### src/rtl/trap_commit_pkg.sv
// trap_commit_pkg: shared FSM encoding, CSR addresses, privilege modes and mstatus bit positions
package trap_commit_pkg;
  typedef enum logic [1:0] {
    ST_IDLE     = 2'd0,
    ST_REDIRECT = 2'd1,
    ST_SETTLE   = 2'd2
  } state_e;
  localparam logic [11:0] CSR_MSTATUS = 12'h300;
  localparam logic [11:0] CSR_MEPC    = 12'h341;
  localparam logic [11:0] CSR_MCAUSE  = 12'h342;
  localparam logic [1:0] MODE_U = 2'b00;
  localparam logic [1:0] MODE_S = 2'b01;
  localparam logic [1:0] MODE_M = 2'b11;
  localparam int MSTATUS_MIE  = 3;
  localparam int MSTATUS_MPIE = 7;
  localparam int MSTATUS_MPP  = 11;
  function automatic logic [1:0] legal_mpp(input logic [1:0] m);
    return (m == 2'b10) ? MODE_U : m;
  endfunction
endpackage

### src/rtl/trap_csr_regs.sv
// trap_csr_regs: mepc/mcause/mstatus storage with trap, mret and software-write updates
//   clk_i/rst_i: clock and async active-high reset
//   trap_i/mret_i/csr_we_i: mutually exclusive, already-qualified update strobes
//   csr_addr_i/csr_data_i: software write; trap_pc_i/trap_code_i/mode_i: trap entry data
//   mepc_o/mcause_o/mstatus_o/mie_o/mpie_o/mpp_o: register views
module trap_csr_regs
  import trap_commit_pkg::*;
(
  input  logic        clk_i,
  input  logic        rst_i,
  input  logic        trap_i,
  input  logic        mret_i,
  input  logic        csr_we_i,
  input  logic [11:0] csr_addr_i,
  input  logic [31:0] csr_data_i,
  input  logic [31:0] trap_pc_i,
  input  logic [31:0] trap_code_i,
  input  logic [1:0]  mode_i,
  output logic [31:0] mepc_o,
  output logic [31:0] mcause_o,
  output logic [31:0] mstatus_o,
  output logic        mie_o,
  output logic        mpie_o,
  output logic [1:0]  mpp_o
);
  logic [31:0] mepc_q, mepc_d, mcause_q, mcause_d;
  logic        mie_q, mie_d, mpie_q, mpie_d;
  logic [1:0]  mpp_q, mpp_d;
  logic        wr_mepc, wr_mcause, wr_mstatus;
  assign wr_mepc    = csr_we_i && csr_addr_i == CSR_MEPC;
  assign wr_mcause  = csr_we_i && csr_addr_i == CSR_MCAUSE;
  assign wr_mstatus = csr_we_i && csr_addr_i == CSR_MSTATUS;
  always_comb begin
    mepc_d   = trap_i ? trap_pc_i & ~32'd3 : wr_mepc ? csr_data_i & ~32'd3 : mepc_q;
    mcause_d = trap_i ? trap_code_i : wr_mcause ? csr_data_i : mcause_q;
    mie_d    = trap_i ? 1'b0 : mret_i ? mpie_q : wr_mstatus ? csr_data_i[MSTATUS_MIE] : mie_q;
    mpie_d   = trap_i ? mie_q : mret_i ? 1'b1 : wr_mstatus ? csr_data_i[MSTATUS_MPIE] : mpie_q;
    mpp_d    = trap_i ? legal_mpp(mode_i) : mret_i ? MODE_U :
               wr_mstatus ? legal_mpp(csr_data_i[MSTATUS_MPP +: 2]) : mpp_q;
  end
  always_ff @(posedge clk_i or posedge rst_i) begin
    if (rst_i) begin
      mepc_q   <= '0;
      mcause_q <= '0;
      mie_q    <= 1'b0;
      mpie_q   <= 1'b0;
      mpp_q    <= MODE_U;
    end else begin
      mepc_q   <= mepc_d;
      mcause_q <= mcause_d;
      mie_q    <= mie_d;
      mpie_q   <= mpie_d;
      mpp_q    <= mpp_d;
    end
  end
  assign mepc_o    = mepc_q;
  assign mcause_o  = mcause_q;
  assign mie_o     = mie_q;
  assign mpie_o    = mpie_q;
  assign mpp_o     = mpp_q;
  assign mstatus_o = (32'(mpp_q) << MSTATUS_MPP) | (32'(mpie_q) << MSTATUS_MPIE) |
                     (32'(mie_q) << MSTATUS_MIE);
endmodule

### src/rtl/trap_commit.sv
// trap_commit: trap/mret commit FSM driving pipeline flush, fetch redirect and privilege mode
//   CLK/RST: clock, async active-high reset; MMU_WAIT: global stall
//   TRAP_*/MRET_EN/CHMODE_*/CSR_W_*: events, priority trap > mret > chmode > csr write
//   FLUSH/JMP_DO/JMP_PC/BUSY: redirect interface, registered only
//   MODE/INT_ALLOW/MEPC/MCAUSE/MSTATUS: architectural state views
module trap_commit
  import trap_commit_pkg::*;
#(
  parameter logic [1:0] RESET_MODE = 2'b11
) (
  input  logic        CLK,
  input  logic        RST,
  input  logic        MMU_WAIT,
  input  logic        TRAP_EN,
  input  logic [31:0] TRAP_PC,
  input  logic [31:0] TRAP_CODE,
  input  logic [31:0] TRAP_JMP_TO,
  input  logic        CHMODE_DO,
  input  logic [1:0]  CHMODE_TO,
  input  logic        MRET_EN,
  input  logic        CSR_W_EN,
  input  logic [11:0] CSR_W_ADDR,
  input  logic [31:0] CSR_W_DATA,
  output logic        FLUSH,
  output logic        JMP_DO,
  output logic [31:0] JMP_PC,
  output logic [1:0]  MODE,
  output logic        INT_ALLOW,
  output logic [31:0] MEPC,
  output logic [31:0] MCAUSE,
  output logic [31:0] MSTATUS,
  output logic        BUSY
);
  state_e      state_q, state_d;
  logic [31:0] jmp_pc_q, jmp_pc_d;
  logic [1:0]  mode_q, mode_d;
  logic        idle_go, take_trap, take_mret, take_chmode, take_csr;
  logic        mpie;
  logic [1:0]  mpp;
  // Events are only accepted in IDLE without stall; lower-priority ones are dropped.
  assign idle_go     = state_q == ST_IDLE && !MMU_WAIT;
  assign take_trap   = idle_go && TRAP_EN;
  assign take_mret   = idle_go && !TRAP_EN && MRET_EN;
  assign take_chmode = idle_go && !TRAP_EN && !MRET_EN && CHMODE_DO;
  assign take_csr    = idle_go && !TRAP_EN && !MRET_EN && !CHMODE_DO && CSR_W_EN;
  trap_csr_regs u_csr (
    .clk_i       (CLK),
    .rst_i       (RST),
    .trap_i      (take_trap),
    .mret_i      (take_mret),
    .csr_we_i    (take_csr),
    .csr_addr_i  (CSR_W_ADDR),
    .csr_data_i  (CSR_W_DATA),
    .trap_pc_i   (TRAP_PC),
    .trap_code_i (TRAP_CODE),
    .mode_i      (mode_q),
    .mepc_o      (MEPC),
    .mcause_o    (MCAUSE),
    .mstatus_o   (MSTATUS),
    .mie_o       (INT_ALLOW),
    .mpie_o      (mpie),
    .mpp_o       (mpp)
  );
  always_comb begin
    state_d  = state_q;
    jmp_pc_d = take_trap ? TRAP_JMP_TO : take_mret ? MEPC : jmp_pc_q;
    mode_d   = take_trap ? MODE_M : take_mret ? mpp : take_chmode ? CHMODE_TO : mode_q;
    case (state_q)
      ST_IDLE:     state_d = (take_trap || take_mret) ? ST_REDIRECT : ST_IDLE;
      ST_REDIRECT: state_d = MMU_WAIT ? ST_REDIRECT : ST_SETTLE;
      ST_SETTLE:   state_d = MMU_WAIT ? ST_SETTLE : ST_IDLE;
      default:     state_d = ST_IDLE;
    endcase
  end
  always_ff @(posedge CLK or posedge RST) begin
    if (RST) begin
      state_q  <= ST_IDLE;
      jmp_pc_q <= '0;
      mode_q   <= RESET_MODE;
    end else begin
      state_q  <= state_d;
      jmp_pc_q <= jmp_pc_d;
      mode_q   <= mode_d;
    end
  end
  assign FLUSH  = state_q != ST_IDLE;
  assign BUSY   = state_q != ST_IDLE;
  assign JMP_DO = state_q == ST_REDIRECT;
  assign JMP_PC = jmp_pc_q;
  assign MODE   = mode_q;
  wire unused_mpie = mpie;
endmodule

### config.mk
export PLATFORM = sky130hd
export DESIGN_NAME = trap_commit
export DESIGN_NICKNAME = d
export VERILOG_FILES = /design/src/rtl/trap_commit_pkg.sv /design/src/rtl/trap_csr_regs.sv /design/src/rtl/trap_commit.sv
export SDC_FILE = /design/constraint.sdc
export NUM_CORES = 1
export LEC_CHECK = 0
export CAP_MARGIN = 20
export CORE_MARGIN = 3
export CORE_UTILIZATION = 43
export DETAILED_ROUTE_END_ITERATION = 8
export DONT_BUFFER_PORTS = 1
export SYNTH_ARGS = -nofsm -noshare
export SYNTH_HDL_FRONTEND = slang
export SYNTH_HIERARCHICAL = 1
export SYNTH_SLANG_ARGS = --single-unit
### constraint.sdc
create_clock -name CLK -period 5.09 [get_ports CLK]
set_clock_uncertainty 0.1 [all_clocks]
set_input_delay 1.018 -clock CLK [delete_from_list [all_inputs] [get_ports CLK]]
set_output_delay 1.018 -clock CLK [all_outputs]
set_load 0.02 [all_outputs]
# Word level (Yosys, flattened, before mapping)

Index checks and enable logic that the tools add are counted.

Latch bits: 0
Memory bits (read-only): 0
Bits in writable memories: 0
Memories kept: 0
Bits of input ports: 149
Word-level logic and storage cells: 64
Output and inout bits: 134
Register bits: 104

$lt $le $gt $ge: 0
Equality and inequality tests: 7
Muxes and demuxes: 24
Divide/modulo/power cells: 0
Multipliers: 0
Bitwise gates (word level): 2
Shift-type cells: 0
Add/subtract/negate cells: 0
Reduce and logical (&&, ||, !) cells: 23

Operators by type and width:

| kind                                                              | number |
|---|---|
| 32-bit 2-to-1 mux                                                 | 6 |
| 12-bit by 10-bit == test with 1-bit output, second input constant | 3 |
| 2-bit 2-to-1 mux                                                  | 10 |
| 13-bit by 4-bit OR with 13-bit output                             | 1 |
| 13-bit by 8-bit OR with 13-bit output                             | 1 |
| 1-bit logical AND                                                 | 11 |
| 2-bit nonzero test                                                | 4 |
| 1-bit 2-to-1 mux                                                  | 7 |
| 2-bit == test, second input constant                              | 3 |
| 2-bit one-hot mux with 3 select lines                             | 1 |
| 3-bit nonzero test                                                | 2 |
| 1-bit zero test                                                   | 4 |
| 2-bit by 1-bit == test with 1-bit output, second input constant   | 1 |
| 2-bit zero test                                                   | 1 |
| 1-bit logical OR                                                  | 1 |

# Depth between registers and ports, before layout

Depth in word-level cells: 10
Mapped depth: 10
Mapped depth without buffers: 6

# Modules after synthesis

Netlist, hierarchy kept.

Modules (own cells, without submodules):

| module        | sequential area each (um2) | area each (um2) | cells an instance | times used |
|---|---|---|---|---|
| trap_csr_regs | 1651.6                     | 3664.8          | 302               | 1 |
| trap_commit   | 903.4                      | 1786.7          | 150               | 1 |

# Worst setup path before layout

No wires, ideal clock.

Kind: input-to-reg
Start: input port MRET_EN
End: register u_csr.mepc_q[10] (netlist: u_csr/mepc_o[10])
Data required time: 4.865 ns
Stages: 10
Slack: 1.852 ns
Setup time: 0.125 ns
Path buffers: 4
Arrival time: 3.013 ns
Path through: buf_2 > or2_0 > buf_2 > buf_2 > nor4_1 > nor4b_4 > nand3_2 > o31a_4 > buf_12 > mux2_4

Word-level cells in the longest chain between the ends: 6

Ends and longest elaborated chain:

| item                                | RTL line            | RTL |
|---|---|---|
| from (decl)                         | trap_commit.sv:20   | `input logic MRET_EN,` |
| 1-bit zero test                     | trap_commit.sv:45   | `assign take_csr = idle_go && !TRAP_EN && !MRET_EN && !CHMODE_DO && CSR_W_EN;` |
| 1-bit logical AND (3 in a row)      | trap_commit.sv:45   |  |
| via take_csr                        | trap_commit.sv:37   | `logic idle_go, take_trap, take_mret, take_chmode, take_csr;` |
| 1-bit logical AND                   | trap_csr_regs.sv:30 | `assign wr_mepc = csr_we_i && csr_addr_i == CSR_MEPC;` |
| 2-bit nonzero test (no source line) | n/a                 |  |
| to (signal assigned)                | trap_csr_regs.sv:49 | `mepc_q <= mepc_d;` |
| to (decl)                           | trap_csr_regs.sv:26 | `logic [31:0] mepc_q, mepc_d, mcause_q, mcause_d;` |

The timed path passes the listed nets, and every way through them passes these cells.
A chain may end at the register's enable or synchronous reset.

# Worst setup path in the final report

Start: input port MMU_WAIT
End: register u_csr.mepc_q[29] (netlist: u_csr/mepc_o[29])

Word-level cells in the longest chain between the ends: 8
Elaborated cells between the ends (all ways): 10
Those cells by class: mux: 1; reduce/logical: 9

Ends and longest elaborated chain:

| item                                | RTL line            | RTL |
|---|---|---|
| from (decl)                         | trap_commit.sv:13   | `input logic MMU_WAIT,` |
| 1-bit zero test                     | trap_commit.sv:41   | `assign idle_go = state_q == ST_IDLE && !MMU_WAIT;` |
| 1-bit logical AND                   | trap_commit.sv:41   |  |
| 1-bit logical AND (4 in a row)      | trap_commit.sv:45   |  |
| via take_csr                        | trap_commit.sv:37   |  |
| 1-bit logical AND                   | trap_csr_regs.sv:30 |  |
| 2-bit nonzero test (no source line) | n/a                 |  |

The timed path passes the listed nets, and every way through them passes these cells.

==> results.md <==
- Outcome: completed
- Slew HR: 40.00%
- Num CTS Buffers: 9
- Final Setup Violations: 0
- Starting Density: 44.64%
- Vias in the first global route: 3670
- Final core area utilization: 46.55%
- Measured slew at the worst slew-check pin: 0.9000 ns
- Flops & latches, synth: 102
- Synth cell types: 41
- Worst path cell trace: or3_1 -> buf_4 -> nor4_1 -> nor4b_4 -> nand3_2 -> o31a_4 -> mux2_4
- Die X: 118.6 um
- Pleak: 2.462 nW
- Largest net degree at the start of global routing: 67
- N_diodes: 0
- Post-CTS resize count: 0
- First-pass iteration count of the detailed router: 5
- Max rail drop VDD: 0.2278 mV
- Clock root cell: clkbuf_16
- CTS tree: done
- Die area: 14060 um^2
- Crit path time final: 3.319 ns
- Die Y: 118.6 um
- Number of synthesized flops with an enable pin: 0
- Antenna viol nets, final: 0
- Worst EP required: 5.22 ns
- Most common cell after layout, fill and taps aside: dfrtp_1
- Total gr overflow: 0
- CP peak stage delay: 0.55 ns
- Htree depth: 3
- DR vias: 3518
- Final Hold Fails: 0
- Most frequent cells in the layout: 100 x dfrtp_1, 41 x nand2_1, 35 x o21ai_0
- Clock buffer depth: 2
- Post-route setup TNS: 0 ns
- Skew-Pair Late Insertion Delay: 0.35 ns
- First-pass GRT wire length: 22.58 mm
- Min-Delay Path Class: reg2reg
- Hold buffers post-CTS: 0
- Worst-path clk slew: 0.07 ns
- Pins Over Slew Limit: 0
- Avg Synthesized Cell Area: 12.06 um^2
- Drt first-iter violations: 200
- CTS sink cnt: 102
- Peak Freq: 301.3 MHz
- Kind of critical path: in2reg
- # DRC: 0
- Crit path launch type: input pin
- Final nets: 581
- Total track usage: 20.69%
- Layout cells sized above 1: 26.32%
- Seq/Total Area, Yosys: 46.87%
- Synth warn: 6
- Max cap viols: 0
- Unrepaired setup endpoints after global routing: no
- Synth Instances: 452
- Slowest-stage cell, CP: o31a_4
- GP Congestion: 0.7627
- Cell Pwr Density: 678.9 nW/um^2
- Area grow syn2layout: 4.269%
- Buffers on Ports: 0
- Antenna violations before repair: 0
- CP Max Fanout: 34
- CORE AREA: 12210 um^2
- Most used DFF post-synth: dfrtp_1
- DP HPWL: 10.85 mm
- Pwr Total: 3.859 mW
- I/O pin count: 283
- WL final: 14.77 mm
- Mapped Area: 5451 um^2
- WL/cell: 24.40 um
- Crit end category: flip-flop
- Rows: 40
- Worst Path Arrival: 3.45 ns
- Vias per cell: 5.815
- Ys async rst share: 100.0%
- Final period util: 65.20%
- Post-CTS Setup Bufs: 0
[registers in the layout, summed over array words and instances, names as in the netlist]
name,flops
u_csr/mepc_o,30
u_csr/mpp_o,2
JMP_PC,32
u_csr/mcause_o,32
state_q,2
MODE,2
u_csr/mpie_o,1
u_csr/mie_o,1
[power breakdown]
group	total, mW	switching, mW	leakage, nW	internal, mW
sequential	2.12	0.910	1.23	1.21
combinational	0.996	0.453	1.07	0.543
clock	0.743	0.300	0.157	0.443
total	3.86	1.66	2.46	2.20
[per-layer routing]
metal	up-vias	track usage [%]	part of all wire, %	wire length (um)
met5	-	0	0	0
met4	0	7.603	2.0	289
met3	22	8.086	11	1649
met2	222	34.53	49	7202
met1	1715	24.08	38	5625
li1	1559	-	-	-
[final timing paths]
check,from,to,depth (start not counted),slack [ns]
setup / recovery,MMU_WAIT,u_csr/mepc_o[29],7,1.77
hold / removal,state_q[1],state_q[0],1,0.43
setup reg to reg,state_q[1],u_csr/mepc_o[29],7,1.94
hold reg to reg,state_q[1],state_q[0],1,0.43
max in group asynchronous,RST,u_csr/mcause_o[12],2,3.58
min in group asynchronous,RST,JMP_PC[9],1,0.53
[cell usage after synthesis, drive strengths merged, types with 2 or more instances]
| library cell | n | area share, % |
|---|---|---|
| or2 | 2 | 0.23 |
| dfrtp | 100 | 46 |
| buf | 56 | 8.0 |
| nand2b | 4 | 0.46 |
| inv | 6 | 0.41 |
| o2bb2ai | 16 | 2.6 |
| mux2i | 33 | 6.1 |
| mux2 | 64 | 15 |
| or3 | 2 | 0.23 |
| dfstp | 2 | 0.96 |
| o21ai | 35 | 3.2 |
| o32a | 16 | 2.9 |
| nand3 | 2 | 0.28 |
| nand2 | 41 | 2.8 |
| clkbuf | 13 | 1.1 |
| a21oi | 5 | 0.46 |
| nor2 | 7 | 0.48 |
| a22oi | 16 | 2.2 |
| o221a | 16 | 3.3 |
| nor2b | 2 | 0.23 |
[stage by stage]
stage               area (um^2)  hold slack, ns  cells  setup WS [ns]
floorplan                  5560          0.3550    481          1.852
global placement           5349          0.3950    587          1.232
detailed placement         5349          0.4109    587          1.205
CTS                        5665          0.4219    603          1.578
global route               5684          0.4502    605          1.627
finish                     5684          0.4251    605          1.771
[worst max-delay path: cells and delay by family]
family	cells	cell delay, ns
muxes	1	0.38
AOI/OAI and AO/OA	1	0.55
buffers and inverters	1	0.27
and+or+nand+nor	4	1.21
[area by class of cell]
class / instances / area, um^2
clock buffers: 12 / 246.5
clock inverters: 4 / 70.07
fillers: 1155 / 6528
inverters: 6 / 25.02
multi-input cells: 304 / 2506
flip-flops and latches: 102 / 2555
well taps: 168 / 210.2
repair buffers: 9 / 71.32
[logic make-up (layout without fill, tap and decap cells)]
family	after synthesis	count (layout)	synth area share (%)
buffers and inverters	75	31	9.456
AND/OR/NAND/NOR	68	68	6.151
flip-flops	102	102	46.87
other	1	30	0.06879
AO/OA/AOI/OAI	109	109	16.11
multiplexers	97	97	21.35
Power figures use the tool's default switching activity.
